==> config.mk <==
export PLATFORM = sky130hd
export DESIGN_NAME = pipe_stage_reg
export DESIGN_NICKNAME = d
export VERILOG_FILES = /design/src/rtl/pipe_stage_reg.sv
export SDC_FILE = /design/constraint.sdc
export NUM_CORES = 1
export LEC_CHECK = 0
export ABC_AREA = 1
export CELL_PAD_IN_SITES_DETAIL_PLACEMENT = 0
export CELL_PAD_IN_SITES_GLOBAL_PLACEMENT = 2
export CORE_ASPECT_RATIO = 0.8
export CORE_MARGIN = 5
export CORE_UTILIZATION = 22
export CTS_BUF_LIST = sky130_fd_sc_hd__clkbuf_8 sky130_fd_sc_hd__clkbuf_16
export DETAILED_ROUTE_END_ITERATION = 10
export HOLD_SLACK_MARGIN = 0.03
export PLACE_DENSITY_LB_ADDON = 0.1
export RECOVER_POWER = 50
export SLEW_MARGIN = 15
export SYNTH_ARGS = -nofsm -noshare
export SYNTH_HDL_FRONTEND = slang
export SYNTH_SLANG_ARGS = --single-unit
==> constraint.sdc <==
create_clock -name clk -period 1.4 [get_ports clk]
set_input_delay 0.28 -clock clk [delete_from_list [all_inputs] [get_ports clk]]
set_output_delay 0.28 -clock clk [all_outputs]
set_load 0.02 [all_outputs]
==> src/rtl/pipe_stage_reg.sv <==
// Parametrised pipeline stage register with valid/ready handshake and flush.
// SKID=1 adds a second entry so that in_ready comes straight from a flop.
module pipe_stage_reg #(
  parameter int                DATA_W    = 32,
  parameter int                SKID      = 0,
  parameter logic [DATA_W-1:0] RESET_VAL = '0
) (
  input  logic              clk,
  input  logic              rst,
  input  logic              in_valid,
  output logic              in_ready,
  input  logic [DATA_W-1:0] in_data,
  output logic              out_valid,
  input  logic              out_ready,
  output logic [DATA_W-1:0] out_data,
  input  logic              flush,
  output logic [1:0]        occupancy
);

  localparam logic [1:0] ST_EMPTY = 2'd0;
  localparam logic [1:0] ST_ONE   = 2'd1;
  localparam logic [1:0] ST_TWO   = 2'd2;

  logic [1:0]        state_q, state_d;
  logic [DATA_W-1:0] data_q, data_d;
  logic [DATA_W-1:0] skid_q, skid_d;
  logic              rdy_q, rdy_d;
  logic              in_xfer, out_xfer;

  assign out_valid = (state_q != ST_EMPTY);
  assign out_data  = data_q;
  assign occupancy = state_q;

  // rdy_q is the registered ready in skid mode; in single mode it only
  // keeps in_ready low until the first edge after reset release.
  generate
    if (SKID != 0) begin : g_skid
      assign in_ready = rdy_q;
    end else begin : g_single
      assign in_ready = rdy_q & (out_ready | ~out_valid);
    end
  endgenerate

  assign in_xfer  = in_valid & in_ready;
  assign out_xfer = out_valid & out_ready;

  always_comb begin
    state_d = state_q;
    data_d  = data_q;
    skid_d  = skid_q;
    if (flush) begin
      state_d = ST_EMPTY;
    end else begin
      case (state_q)
        ST_EMPTY: begin
          if (in_xfer) begin
            data_d  = in_data;
            state_d = ST_ONE;
          end
        end
        ST_ONE: begin
          if (in_xfer && out_xfer) begin
            data_d = in_data;
          end else if (in_xfer && (SKID != 0)) begin
            skid_d  = in_data;
            state_d = ST_TWO;
          end else if (out_xfer) begin
            state_d = ST_EMPTY;
          end
        end
        ST_TWO: begin
          if (out_xfer) begin
            data_d  = skid_q;
            state_d = ST_ONE;
          end
        end
        default: state_d = ST_EMPTY;
      endcase
    end
    rdy_d = (SKID != 0) ? (state_d != ST_TWO) : 1'b1;
  end

  always_ff @(posedge clk or negedge rst) begin
    if (!rst) begin
      state_q <= ST_EMPTY;
      data_q  <= RESET_VAL;
      skid_q  <= RESET_VAL;
      rdy_q   <= 1'b0;
    end else begin
      state_q <= state_d;
      data_q  <= data_d;
      skid_q  <= skid_d;
      rdy_q   <= rdy_d;
    end
  end

endmodule

# Word level (Yosys, flattened, before mapping)
# Index checks and enable logic that the tools add are counted.
dict set report classes {
  n_addsub 0
  multipliers 0
  n_div 0
  n_lt_le_gt_ge 0
  n_eq_ne 9
  n_shift 0
  mux 10
  bitwise 6
  n_reduce_logical 6
}
# cell n
set ops {}
lappend ops {{32-bit two-way mux} 3}
lappend ops {{32-bit one-hot mux with 3 select lines} 1}
lappend ops {{3-bit inequality test (second input constant)} 4}
lappend ops {{2-bit two-way mux} 5}
lappend ops {{2-bit inequality test (second input constant)} 3}
lappend ops {{2-bit one-hot mux with 3 select lines} 1}
lappend ops {{5-bit AND reduction} 1}
lappend ops {{4-bit AND reduction} 1}
lappend ops {{1-bit bitwise AND} 3}
lappend ops {{3-bit nonzero test} 1}
lappend ops {{2-bit by 1-bit == test with 1-bit output (second input constant)} 1}
lappend ops {{2-bit == test (second input constant)} 1}
lappend ops {{2-bit logical NOT} 1}
lappend ops {{1-bit NOT} 2}
lappend ops {{2-bit nonzero test} 1}
lappend ops {{1-bit logical AND} 1}
lappend ops {{1-bit bitwise OR} 1}
dict set report word_totals {
  regBits 35
  latchBits 0
  mem_bits_rw 0
  romBits 0
  input_bits 37
  output_inout_bits 36
  elab_cells 34
  mem_count 0
}

# Logic depth before layout (Yosys ltp)
dict set report depth {
  word_depth 9
  depth_mapped 6
  depth_no_buf 5
}

# Worst setup path before layout
# OpenSTA, ideal clock, no wires.
dict set report synth_timing {
  path_type {flip-flop to output port}
  from {reg state_q[0] (netlist: occupancy[0])}
  to {out in_ready}
  t_arrival_ns 1.013
  required_ns 1.120
  setup_slack_ns 0.107
  path_stages_with_launch 2
  path_buffers 0
  path_cell_list {dfrtp_1 > a21boi_0}
}
dict set report synth_between {
  elab_chain_len 4
}
# item line
set synth_rtl {}
lappend synth_rtl {{start, declared} 24} ;# logic [1:0] state_q, state_d;
lappend synth_rtl {{start signal, assigned} 90} ;# state_q <= state_d;
lappend synth_rtl {{2-bit nonzero test} 30} ;# assign out_valid = (state_q != ST_EMPTY);
lappend synth_rtl {{1-bit NOT} 40} ;# assign in_ready = rdy_q & (out_ready | ~out_valid);
lappend synth_rtl {{1-bit bitwise OR} 40}
lappend synth_rtl {{1-bit bitwise AND} 40}
lappend synth_rtl {{end, declared} 11} ;# output logic in_ready,
# No other way between the ends.

# Worst setup path in the final report
dict set report layout_timing {
  from {in out_ready}
  to {out in_ready}
}
dict set report layout_between {
  elab_chain_len 2
}
# item line
set layout_rtl {}
lappend layout_rtl {{start, declared} 14} ;# input logic out_ready,
lappend layout_rtl {{1-bit bitwise OR} 40}
lappend layout_rtl {{1-bit bitwise AND} 40}
# No other way between the ends.

==> results.toml <==
[logic_synthesis]
synth_cell_types = 12
ys_warn_count = 0
synth_seq_cells = 34
synth_area_per_cell_um2 = 9.262
synth-edff-count = 0
synthCells = 154
yosys-top-cells-area = "dfrtp_1 (60%), nand2_1 (17%), nand4_1 (14%), buf_2 (4.6%), buf_4 (1.1%)"
synth_top_area_frac = 0.5965
synth_top_flop_cell = "dfrtp_1"
synth.largest_area_cell = "dfrtp_1"
syn_nets = 191
yosysSeqAreaShare = 0.5965
yosysMostFrequentCell = "nand2_1"
netlist_top_cells_count = "nand2_1 (64), dfrtp_1 (34), nand4_1 (32), buf_2 (13)"
synth_area_mm2 = 0.001426
async_flop_share = 1.000

[sta]
fin_crit_ns = 1.328
fin_hold_ws_ns = 0.4560
fin_tns_setup_ns = 0
skew_ns = 0.007105
drv_slew = 0
fmax_mhz = 753.2
setup_viol = 0
hold_viol = 0
timing.final.crit_share = 0.9483
rsz0062_at_grt = "no"

[finish]
regArea_um2 = 850.8
multi_input_area_um2 = 491.7
finalInstanceArea_mm2 = 0.002288
n_antenna_cell = 0
synthToLayoutAreaGrowth_pct = 60.44
fillers = 679
fin_nets = 264
drive_gt1_frac = 0.1009
post-route-util = 0.3608

[placement]
dpl_cell_area_mm2 = 0.002250
portBuffers = 71
hpwl_um = 3249
gp_congestion = 0.7222

[cts]
clkSlewWorstSetupHoldPaths_ns = 0.07
clk_latency_ns = 0.28
cts_sinks = 34
cts_made_buffers = 5
root_buffer = "clkbuf_8"
cts_tree = "yes"
htreeDepth = 2
clk_path_buf_depth = 2
cts_setup_buffers = 0

[routing]
wl_per_cell_um = 14.64
drcViolationCount = 0
via_per_inst = 4.375
drt_iter0_drc = 66
wl_um = 4569
firstDrtPassIters = 4
drtAntennaViolNets = 0
num_vias = 1365

[critical_path]
rrSetupSlack_ns = 0.10
end_kind = "output pin"
reg2reg_depth = 5
worstSetupPathType = "input pin to output pin"
crit-reg2reg-capture = "out_data[6]"
rr_startpoint = "rdy_q"
required_ns = 1.12
crit_path_start = "out_ready"
crit_fanout = 2
cp.arrival_ns = 1.05
start_kind = "input pin"

[die]
core_area_mm2 = 0.006344
dieArea_mm2 = 0.008204
ios = 73
fp.dieW_um = 100.0
start_util = 0.2249
die-height_um = 82.02
rows = 26

[grt]
globalRoute.totalOverflow = 0
grt_pass1_wl_um = 7272
antenna_found_initial = 0
busiest_layer = "met2"
grt_use_met2 = 0.1844
first_global_vias = 1428
grt_start_max_net_pins = 34
track_usage = 0.1140
grtUsageMet1 = 0.1445
gr-usage-met3 = 0.03820

[power]
cellPowerDensity_mw_per_mm2 = 1199
leakage_nw = 1.171
vdd_drop_max_v = 0.0003072

[status]
outcome = "completed"

[hold_path]
hold_class = "input pin to asynchronous set/reset pin"

[run]
cap_violations = 0
metrics by stage:
step	power, W	setup slack (ns)	cells
6_report	0.002744	0.07241	312
5_1_grt	0.002915	0.01998	312
4_1_cts	0.002798	0.008073	312
3_5_place_dp	0.002164	-0.4747	303
3_3_place_gp	0.002151	-0.4267	303
2_1_floorplan	0.001631	0.1070	154
cell families after synthesis:
| kind of cell | share of synthesized area |
|---|---|
| AO/OA/AOI/OAI | 0.008771 |
| buffers and inverters | 0.06140 |
| flip-flops | 0.5965 |
| other | 0.005265 |
| AND/OR/NAND/NOR | 0.3281 |
repair_timing:
| item | CTS | global route |
|---|---|---|
| endpoints found under the setup margin | 35 | 3 |
| hold buffers | 1 | 0 |
| endpoints found under the hold margin | 14 | 0 |
| gates resized for setup | 42 | 4 |
flip-flops by register name, summed over array words and instances, names as in the netlist:
name	flops
rdy_q	1
out_data	32
occupancy	1
where the power goes:
part | switching (W) | total, W | leakage (nW) | internal [W]
clock network | 0.000350 | 0.000740 | 0.0524 | 0.000389
logic | 0.000451 | 0.000777 | 0.697 | 0.000327
registers | 0.0000843 | 0.00123 | 0.422 | 0.00114
total | 0.000885 | 0.00274 | 1.17 | 0.00186
routing by layer:
metal,vias to the layer above,share of wire
met4,0,0.0088
met2,48,0.45
li1,661,-
met5,-,0
met1,651,0.47
met3,5,0.073
how the worst max path moves through the flow:
stage	endpoint	slack, ns
floorplan	in_ready	0.11
global placement	in_ready	-0.43
detailed placement	in_ready	-0.47
CTS	out_valid	0.008
global route	out_data[19]	0.02
finish	in_ready	0.07
placed cells by master, fill, tap and decap left out:
cell type and n:
nand2_1 64, clkdlybuf4s50_1 35, dfrtp_1 34, nand4_1 32, dlygate4sd2_1 32, buf_4 8, clkbuf_8 6, inv_1 3
conb_1 2, clkbuf_2 2, a21boi_2 1, nor2_4 1, nand2_2 1, nand3_2 1, o21ai_0 1, clkinv_2 1
dlygate4sd3_1 1, clkbuf_1 1, buf_12 1, clkbuf_4 1
layout make-up:
class                           count  area share
Clock buffer                        6     0.03609
Clock inverter                      2    0.003827
Inverter                            2    0.003280
Multi-Input combinational cell    103      0.2149
Sequential cell                    34      0.3718
Tap cell                           84     0.04593
Timing Repair Buffer               81      0.3242
critical path, cell delays in order:
cell and delay [ns]:
clkdlybuf4s50_1 0.45, inv_1 0.05, a21boi_2 0.11, buf_4 0.15
Power figures use the tool's default switching activity.
